File: config.mk
export PLATFORM = sky130hd
export DESIGN_NAME = word_stack
export DESIGN_NICKNAME = d
export VERILOG_FILES = /design/src/rtl/word_stack_pkg.sv /design/src/rtl/word_stack_guard.sv /design/src/rtl/word_stack.sv
export SDC_FILE = /design/constraint.sdc
export NUM_CORES = 1
export LEC_CHECK = 0
export ABC_AREA = 1
export CAP_MARGIN = 0
export CORE_ASPECT_RATIO = 0.6
export CORE_MARGIN = 1
export CORE_UTILIZATION = 58
export CTS_CLUSTER_SIZE = 20
export DETAILED_ROUTE_END_ITERATION = 10
export GPL_TIMING_DRIVEN = 0
export MAX_ROUTING_LAYER = met4
export PLACE_DENSITY = 0.9
export SLEW_MARGIN = 10
export SYNTH_ARGS = -nofsm -noshare
export SYNTH_HDL_FRONTEND = slang
export SYNTH_SLANG_ARGS = --single-unit
File: constraint.sdc
create_clock -name clk -period 2.89 [get_ports clk]
set_clock_uncertainty 0.2 [all_clocks]
set_input_delay 0.578 -clock clk [delete_from_list [all_inputs] [get_ports clk]]
set_output_delay 0.578 -clock clk [all_outputs]
set_load 0.03 [all_outputs]
File: src/rtl/word_stack_pkg.sv
`default_nettype none
// ============================================================================
//  Module      : word_stack_pkg
//  Description : Shared opcode encodings for the stack calculator data stack.
//                Used by the instruction decoder (producer of op codes),
//                word_stack and its legality guard.
//  Revision    : 1.0  initial release
// ============================================================================
package word_stack_pkg;

  // Opcode field width
  localparam int STACK_OP_W = 4;

  // Opcodes 9..15 are reserved and always rejected
  typedef enum logic [STACK_OP_W-1:0] {
    STACK_OP_IDLE  = 4'd0,
    STACK_OP_PUSH  = 4'd1,
    STACK_OP_POP   = 4'd2,
    STACK_OP_SWAP  = 4'd3,
    STACK_OP_ROLL2 = 4'd4,
    STACK_OP_ROLL  = 4'd5,
    STACK_OP_CLEAR = 4'd6,
    STACK_OP_DUP   = 4'd7,
    STACK_OP_OVER  = 4'd8
  } stack_op_e;

endpackage : word_stack_pkg
`default_nettype wire

File: src/rtl/word_stack_guard.sv
`default_nettype none
// ============================================================================
//  Module      : word_stack_guard
//  Description : Combinational legality check for a stack operation plus the
//                resulting occupancy. Illegal ops leave the count unchanged.
//  Ports       : op_i        - opcode
//                count_i     - current occupancy (0..DEPTH)
//                legal_o     - 1 when the op may be executed
//                count_nxt_o - occupancy after the op
//  Revision    : 1.0  initial release
// ============================================================================
module word_stack_guard
  import word_stack_pkg::*;
#(
  parameter int DEPTH = 8
) (
  input  logic [STACK_OP_W-1:0]        op_i,
  input  logic [$clog2(DEPTH+1)-1:0]   count_i,
  output logic                         legal_o,
  output logic [$clog2(DEPTH+1)-1:0]   count_nxt_o
);

  localparam int CW = $clog2(DEPTH+1);
  localparam logic [CW-1:0] C_MAX = CW'(DEPTH);

  logic has1;
  logic has2;
  logic not_full;

  assign has1     = (count_i != '0);
  assign has2     = (count_i >= CW'(2));
  assign not_full = (count_i != C_MAX);

  always_comb begin
    legal_o     = 1'b0;
    count_nxt_o = count_i;
    case (op_i)
      STACK_OP_IDLE: legal_o = 1'b1;
      STACK_OP_PUSH: begin
        legal_o = not_full;
        if (not_full) count_nxt_o = count_i + CW'(1);
      end
      STACK_OP_POP: begin
        legal_o = has1;
        if (has1) count_nxt_o = count_i - CW'(1);
      end
      STACK_OP_SWAP: legal_o = has2;
      STACK_OP_ROLL2: begin
        legal_o = has2;
        if (has2) count_nxt_o = count_i - CW'(1);
      end
      STACK_OP_ROLL: legal_o = has1;
      STACK_OP_CLEAR: begin
        legal_o     = 1'b1;
        count_nxt_o = '0;
      end
      STACK_OP_DUP: begin
        legal_o = has1 && not_full;
        if (has1 && not_full) count_nxt_o = count_i + CW'(1);
      end
      STACK_OP_OVER: begin
        legal_o = has2 && not_full;
        if (has2 && not_full) count_nxt_o = count_i + CW'(1);
      end
      default: legal_o = 1'b0;
    endcase
  end

endmodule : word_stack_guard
`default_nettype wire

File: src/rtl/word_stack.sv
`default_nettype none
// ============================================================================
//  Module      : word_stack
//  Description : WIDTH x DEPTH data stack with occupancy tracking and guarded
//                operations (PUSH/POP/SWAP/ROLL2/ROLL/CLEAR/DUP/OVER).
//                Operations that would overflow/underflow are refused and
//                flagged by a one-cycle err pulse.
//  Ports       : clk, rst  - clock, asynchronous active-high reset
//                op_i      - opcode
//                d_i       - data for PUSH/ROLL/ROLL2
//                top_o     - entry 0 (0 when empty)
//                second_o  - entry 1 (0 when count<2)
//                count_o   - occupied entries
//                empty_o   - count==0
//                full_o    - count==DEPTH
//                err_o     - previous op was rejected
//  Revision    : 1.0  initial release
// ============================================================================
module word_stack
  import word_stack_pkg::*;
#(
  parameter int WIDTH = 8,
  parameter int DEPTH = 8
) (
  input  logic                        clk,
  input  logic                        rst,
  input  logic [STACK_OP_W-1:0]       op_i,
  input  logic [WIDTH-1:0]            d_i,
  output logic [WIDTH-1:0]            top_o,
  output logic [WIDTH-1:0]            second_o,
  output logic [$clog2(DEPTH+1)-1:0]  count_o,
  output logic                        empty_o,
  output logic                        full_o,
  output logic                        err_o
);

  localparam int CW = $clog2(DEPTH+1);

  logic [WIDTH-1:0] e_q [DEPTH];
  logic [WIDTH-1:0] e_d [DEPTH];
  logic [CW-1:0]    count_q;
  logic [CW-1:0]    count_d;
  logic             err_q;
  logic             legal;

  word_stack_guard #(
    .DEPTH (DEPTH)
  ) u_guard (
    .op_i        (op_i),
    .count_i     (count_q),
    .legal_o     (legal),
    .count_nxt_o (count_d)
  );

  // Entries at or above count are kept at zero: every downward shift only
  // happens when not full (so the discarded bottom entry is already zero) and
  // every upward shift fills the bottom with zero.
  always_comb begin
    for (int i = 0; i < DEPTH; i++) e_d[i] = e_q[i];
    if (legal) begin
      case (op_i)
        STACK_OP_PUSH: begin
          for (int i = DEPTH-1; i > 0; i--) e_d[i] = e_q[i-1];
          e_d[0] = d_i;
        end
        STACK_OP_POP: begin
          for (int i = 0; i < DEPTH-1; i++) e_d[i] = e_q[i+1];
          e_d[DEPTH-1] = '0;
        end
        STACK_OP_SWAP: begin
          e_d[0] = e_q[1];
          e_d[1] = e_q[0];
        end
        STACK_OP_ROLL2: begin
          // Two operands consumed, one result written: net shift up by one
          e_d[0] = d_i;
          for (int i = 1; i < DEPTH-1; i++) e_d[i] = e_q[i+1];
          e_d[DEPTH-1] = '0;
        end
        STACK_OP_ROLL: e_d[0] = d_i;
        STACK_OP_CLEAR: begin
          for (int i = 0; i < DEPTH; i++) e_d[i] = '0;
        end
        STACK_OP_DUP: begin
          for (int i = DEPTH-1; i > 0; i--) e_d[i] = e_q[i-1];
          e_d[0] = e_q[0];
        end
        STACK_OP_OVER: begin
          for (int i = DEPTH-1; i > 0; i--) e_d[i] = e_q[i-1];
          e_d[0] = e_q[1];
        end
        default: ;
      endcase
    end
  end

  always_ff @(posedge clk or posedge rst) begin
    if (rst) begin
      for (int i = 0; i < DEPTH; i++) e_q[i] <= '0;
      count_q <= '0;
      err_q   <= 1'b0;
    end else begin
      for (int i = 0; i < DEPTH; i++) e_q[i] <= e_d[i];
      count_q <= count_d;
      err_q   <= ~legal;
    end
  end

  assign top_o    = e_q[0];
  assign second_o = e_q[1];
  assign count_o  = count_q;
  assign empty_o  = (count_q == '0);
  assign full_o   = (count_q == CW'(DEPTH));
  assign err_o    = err_q;

endmodule : word_stack
`default_nettype wire

# Word level (Yosys, flattened, before mapping)
# Cells that the tools add are included.
[classes] addsub=2 order_cmp=1 n_eq_ne=15 n_mux=10 n_bitwise=1 n_reduce_logical=21
[op_table] cell="one-hot mux 48 bit (3 select lines)" n=1
[op_table] cell="one-hot mux 8 bit (3 select lines)" n=2
[op_table] cell="one-hot mux 4 bit (6 select lines)" n=1
[op_table] cell="2-to-1 mux 4 bit" n=5
[op_table] cell="== test 4 x 3 -> 1 bit (second input constant)" n=4
[op_table] cell="inequality test 2 x 1 -> 1 bit (second input constant)" n=5
[op_table] cell="nonzero test 3 bit" n=3
[op_table] cell="OR reduction 3 bit" n=3
[op_table] cell="== test 4 x 2 -> 1 bit (second input constant)" n=2
[op_table] cell="== test 4 bit (second input constant)" n=2
[op_table] cell="logical NOT 4 bit" n=2
[op_table] cell="OR reduction 2 bit" n=4
[op_table] cell="one-hot mux 1 bit (6 select lines)" n=1
[op_table] cell="AND reduction 2 bit" n=3
[op_table] cell="AND reduction 6 bit" n=1
[op_table] cell="nonzero test 6 bit" n=1
[op_table] cell="adder 4 x 1 -> 4 bit (second input constant)" n=1
[op_table] cell="== test 4 x 1 -> 1 bit (second input constant)" n=1
[op_table] cell="greater-or-equal comparator 4 x 2 -> 1 bit (second input constant)" n=1
[op_table] cell="inequality test 4 bit (second input constant)" n=1
[op_table] cell="nonzero test 4 bit" n=1
[op_table] cell="OR reduction 4 bit" n=1
[op_table] cell="subtractor 4 x 1 -> 4 bit (second input constant)" n=1
[op_table] cell="logical AND 1 bit" n=2
[op_table] cell="inverter 1 bit" n=1
[totals] regBits=69 in_bits=14

# Logic depth before layout (Yosys ltp)
# Gate-level depths: netlist of the first run.
[logic_depth] ltp_word=4 depth_mapped=13

# By module
# Synthesis of the first run repeated with hierarchy kept, for this count alone.
[hier_totals] hier_cells=647 area_unflattened_um2=4510.6
[modules_own_cells] mod="word_stack" n_inst=1 cells_per_inst=536 area_per_inst_um2=3873.7 seq_area_each_um2=1726.7
[modules_own_cells] mod="word_stack_guard" n_inst=1 cells_per_inst=111 area_per_inst_um2=636.9 seq_area_each_um2=0.0

# Worst setup path after synthesis of the first run
# Ideal clock, no wire load.
[synth_path] path_kind="in2reg" startpoint="in op_i[3]" endpoint="reg count_q[3], in the netlist count_o[3]" setup_time_ns=0.117 arrival_time_ns=1.683 path_slack_ns=0.890 path_stages=12 cell_sequence="nor2_1 nand2_2 nand2_2 ha_1 a21oi_1 nand2_1 inv_1 nand2_1 nand2_1 nor2_1 nand2_1 nand2_1"
[synth_between] elab_chain_len=3 word_cells_on_any_way=14
[synth_lines] item="from (decl)" line_no="word_stack.sv:27" source="input logic [STACK_OP_W-1:0] op_i,"
[synth_lines] item="== test 4 x 3 -> 1 bit, or another cell as far along" line_no="word_stack_guard.sv:37" source="case (op_i)"
[synth_lines] item="nonzero test 6 bit (no source line) / inequality test 2 x 1 -> 1 bit (equally long branches)"
[synth_lines] item="AND reduction 6 bit (no source line)"
[synth_lines] item="to (signal assigned)" line_no="word_stack.sv:104" source="count_q <= count_d;"
[synth_lines] item="to (decl)" line_no="word_stack.sv:41" source="logic [CW-1:0] count_q;"
# Parallel ways exist; a longest one is shown, timed or not.
# A chain may end at the register's enable or synchronous reset.

# Final worst setup path of the first run
[layout_path] startpoint="reg count_q[3], in the netlist count_o[3]" endpoint="out full_o"
[layout_between] elab_chain_len=1
[layout_lines] item="== test 4 bit" line_no="word_stack.sv:113" source="assign full_o = (count_q == CW'(DEPTH));"
[layout_lines] item="to (decl)" line_no="word_stack.sv:33" source="output logic full_o,"
# No other way between the ends.

==> flow_summary.yaml, run 1 <==
outcome:
  status: "finished, violations left"
  violations: "design-rule violations"
floorplan:
  start_util: 0.609
  ios: 37
  die_w_um: 111
  fp-row-count: 23
  core_area_um2: 6790
  dieArea_um2: 7480
  die_h_um: 67.4
synthesis:
  synth_fa_ha_area_frac: 0.0109
  synthTopCellsByArea: "dfrtp_1 (42%), nand2_1 (32%), nand3_1 (8.2%)"
  syn-num-nets: 620
  ys_seq_area_frac: 0.418
  synth_cell_types: 24
  synth_xor_area_frac: 0.00212
  synthCells: 603
  synth_ff_type: "dfrtp_1"
  synth_top_area_cell: "dfrtp_1"
  synthMuxAreaShare: 0
  synth-simple-area-share: 0.465
  synth-edff-count: 0
  synth_top_family_by_area: "simple AND/OR/NAND/NOR gates"
  synthesis.area_um2: 4140
  ys_warn_count: 0
  ys_async_sr_fraction: 1.00
  synth_compound_gate_area_share: 0.00424
  synth_top_cell_area_share: 0.418
  avgSynthCellArea_um2: 6.86
  synth-seq-cells: 69
setup_path:
  crit_start: "count_o[3]$_DFFE_PP0P_"
  cp-end-kind: "output pin"
  crit_end: "full_o"
  crit_fanout: 6
  crit_required_ps: 2110
  arrival_ps: 1860
  crit_path_start_kind: "flip-flop"
  r2r_end: "top_o[5]$_DFFE_PP0P_"
  criticalPathCategory: "reg -> out"
  regToRegSetupSlack_ps: 830
  worstRegToRegCells: 10
  timing.rr.start: "count_o[3]$_DFFE_PP0P_"
sta:
  finalHoldViolations: 0
  final_max_slew_viol_count: 0
  fin_crit_ps: 2640
  tns_ps: 0
  worstMarginPinSlew_ps: 466
  period_share: 0.913
  slew-limit-headroom: 0.689
  fmax_mhz: 379
  rsz0062_at_grt: "false"
  setup_violations: 0
drt:
  drt-met1-wl_um: 4670
  wl_met3_um: 1070
  drcViolationCount: 6
  avgRoutedWirePerCell_um: 14.5
  drt_pass1_iterations: 11
  drtIter0Drc: 596
  ant_nets: 0
  num_vias: 4076
  routed_wl_um: 10800
  viasPerCell: 5.49
  met2_length_um: 4770
  top_layer_used: "met4"
global_route:
  grt_pass1_wl_um: 17600
  antenna_found_initial: 0
  grt_use_total: 0.315
  grt_overflow: 0
  grt_pass1_vias: 3645
  grt_max_degree: 55
clock_network:
  post_cts_buffers: 0
  cts_buffers: 9
  insertion_delay_ps: 340
  clkTransAtPathRegs_ps: 50
  cts_resized: 0
  root_buffer: "clkbuf_16"
  numClockSinks: 69
  cts_tree: "built"
  ctsHoldBuffers: 0
  htreeDepth: 3
  clk_path_buf_depth: 2
placed_design:
  place.gp.congestion: 0.931
  hpwl_um: 7550
  dp.cells: 727
  portBuffers: 36
worst_hold_path:
  hold_path.class: "reg -> reg"
  min_path_cells: 2
power_and_ir_drop:
  ir_drop_uv: 607
  power.density_nw_per_um2: 764
  finalPower_mw: 3.78
  p_leak_nw: 2.91
flow_run:
  cap_violations: 0
layout:
  fin_cells: 742
  area_growth_pct: 19.7
  antennaDiodeCount: 0
  fin_nets: 668
  drive_above_1_share: 0.122
## cell families after synthesis
kind of cell | after synthesis
and+or+nand+nor | 458
buffers and inverters | 69
DFF | 69
AOI/OAI and AO/OA | 3
adders and majority gates | 3
xor gates and xnor gates | 1
## per-layer routing
| metal | vias to the layer above | global-route usage |
|---|---|---|
| li1 | 1937 | - |
| met1 | 1876 | 0.430 |
| met2 | 218 | 0.472 |
| met3 | 45 | 0.0718 |
| met4 | 0 | 0.0946 |
| met5 | - | - |
## power breakdown
| part | internal [mW] | total [mW] | switching, mW |
|---|---|---|---|
| Combinational | 0.551 | 1.36 | 0.805 |
| Clock | 0.772 | 1.19 | 0.413 |
| Sequential | 1.10 | 1.24 | 0.146 |
## final cells by class
class	count	area, µm²
plain buffers	41	308
clock buffers	11	243
clock inverters	4	72.6
fillers	541	1840
inverters	28	108
multi-input cells	465	2000
flip-flops and latches	69	1730
well taps	87	109
repair buffers	37	388
## synthesized netlist by cell type, types with 2 or more instances
master / instances
a21oi_1: 2
buf_1: 2
buf_2: 9
buf_4: 18
buf_6: 10
clkbuf_1: 2
dfrtp_1: 69
ha_1: 2
inv_1: 20
inv_2: 8
nand2_1: 350
nand2_2: 6
nand3_1: 68
nand3_2: 4
nor2_1: 20
nor2_4: 5
## flip-flops by register name (all words and copies together), names as in the netlist
signal / flops
count_o: 4
e_q: 48
top_o: 8
err_o: 1
second_o: 8
## worst max-delay path, stage by stage, from the launching register on
cell,delay [ps]
dfrtp_1,480
inv_1,100
nor2_1,90
nand2_1,120
inv_1,80
clkdlybuf4s50_1,660
## metrics by stage
stage | util | hold WS, ps | area (µm²) | setup slack [ps]
6_report | 0.729 | 276 | 4950 | 252
5_1_grt | 0.729 | 302 | 4950 | 180
4_1_cts | 0.729 | 276 | 4950 | 250
3_5_place_dp | 0.682 | 263 | 4630 | 117
3_3_place_gp | 0.678 | 256 | 4600 | -739
2_1_floorplan | - | 243 | 4140 | 372
## how the worst min path moves through the flow
| stage | startpoint | endpoint | slack, ps |
|---|---|---|---|
| global route | e_q[0]$_DFFE_PP0P_ | e_q[0]$_DFFE_PP0P_ | 300 |
| CTS | e_q[0]$_DFFE_PP0P_ | e_q[0]$_DFFE_PP0P_ | 280 |
| detailed placement | e_q[0]$_DFFE_PP0P_ | e_q[0]$_DFFE_PP0P_ | 260 |
| global placement | e_q[3]$_DFFE_PP0P_ | e_q[3]$_DFFE_PP0P_ | 260 |
| floorplan | e_q[0]$_DFFE_PP0P_ | e_q[0]$_DFFE_PP0P_ | 240 |
| finish | e_q[6]$_DFFE_PP0P_ | e_q[6]$_DFFE_PP0P_ | 280 |
## cell usage in the layout, fill, tap and decap left out, types with 2 or more instances in the layout
| cell type | n |
|---|---|
| inv_1 | 19 |
| buf_4 | 18 |
| buf_1 | 2 |
| nand2_2 | 6 |
| buf_2 | 9 |
| ha_1 | 2 |
| nand3_1 | 68 |
| a21oi_1 | 2 |
| buf_6 | 10 |
| clkbuf_1 | 3 |
| inv_2 | 8 |
| nor2_1 | 20 |
| bufinv_16 | 2 |
| nand2_1 | 350 |
| nand3_2 | 4 |
| clkdlybuf4s50_1 | 36 |
| clkbuf_16 | 9 |
| dfrtp_1 | 69 |
| nor2_4 | 5 |
Note: power is estimated with default switching activity, not from simulation.
==> run 2, diff against run 1 <==
--- a/config.mk
+++ b/config.mk
@@ -6,6 +6,7 @@
 export NUM_CORES = 1
 export LEC_CHECK = 0
 export ABC_AREA = 1
+export ABC_CLOCK_PERIOD_IN_PS = 2890
 export CAP_MARGIN = 0
 export CORE_ASPECT_RATIO = 0.6
 export CORE_MARGIN = 1
==> results of run 2 <==
Same layout as run 1: the final DEF is identical, and so are final timing and power.
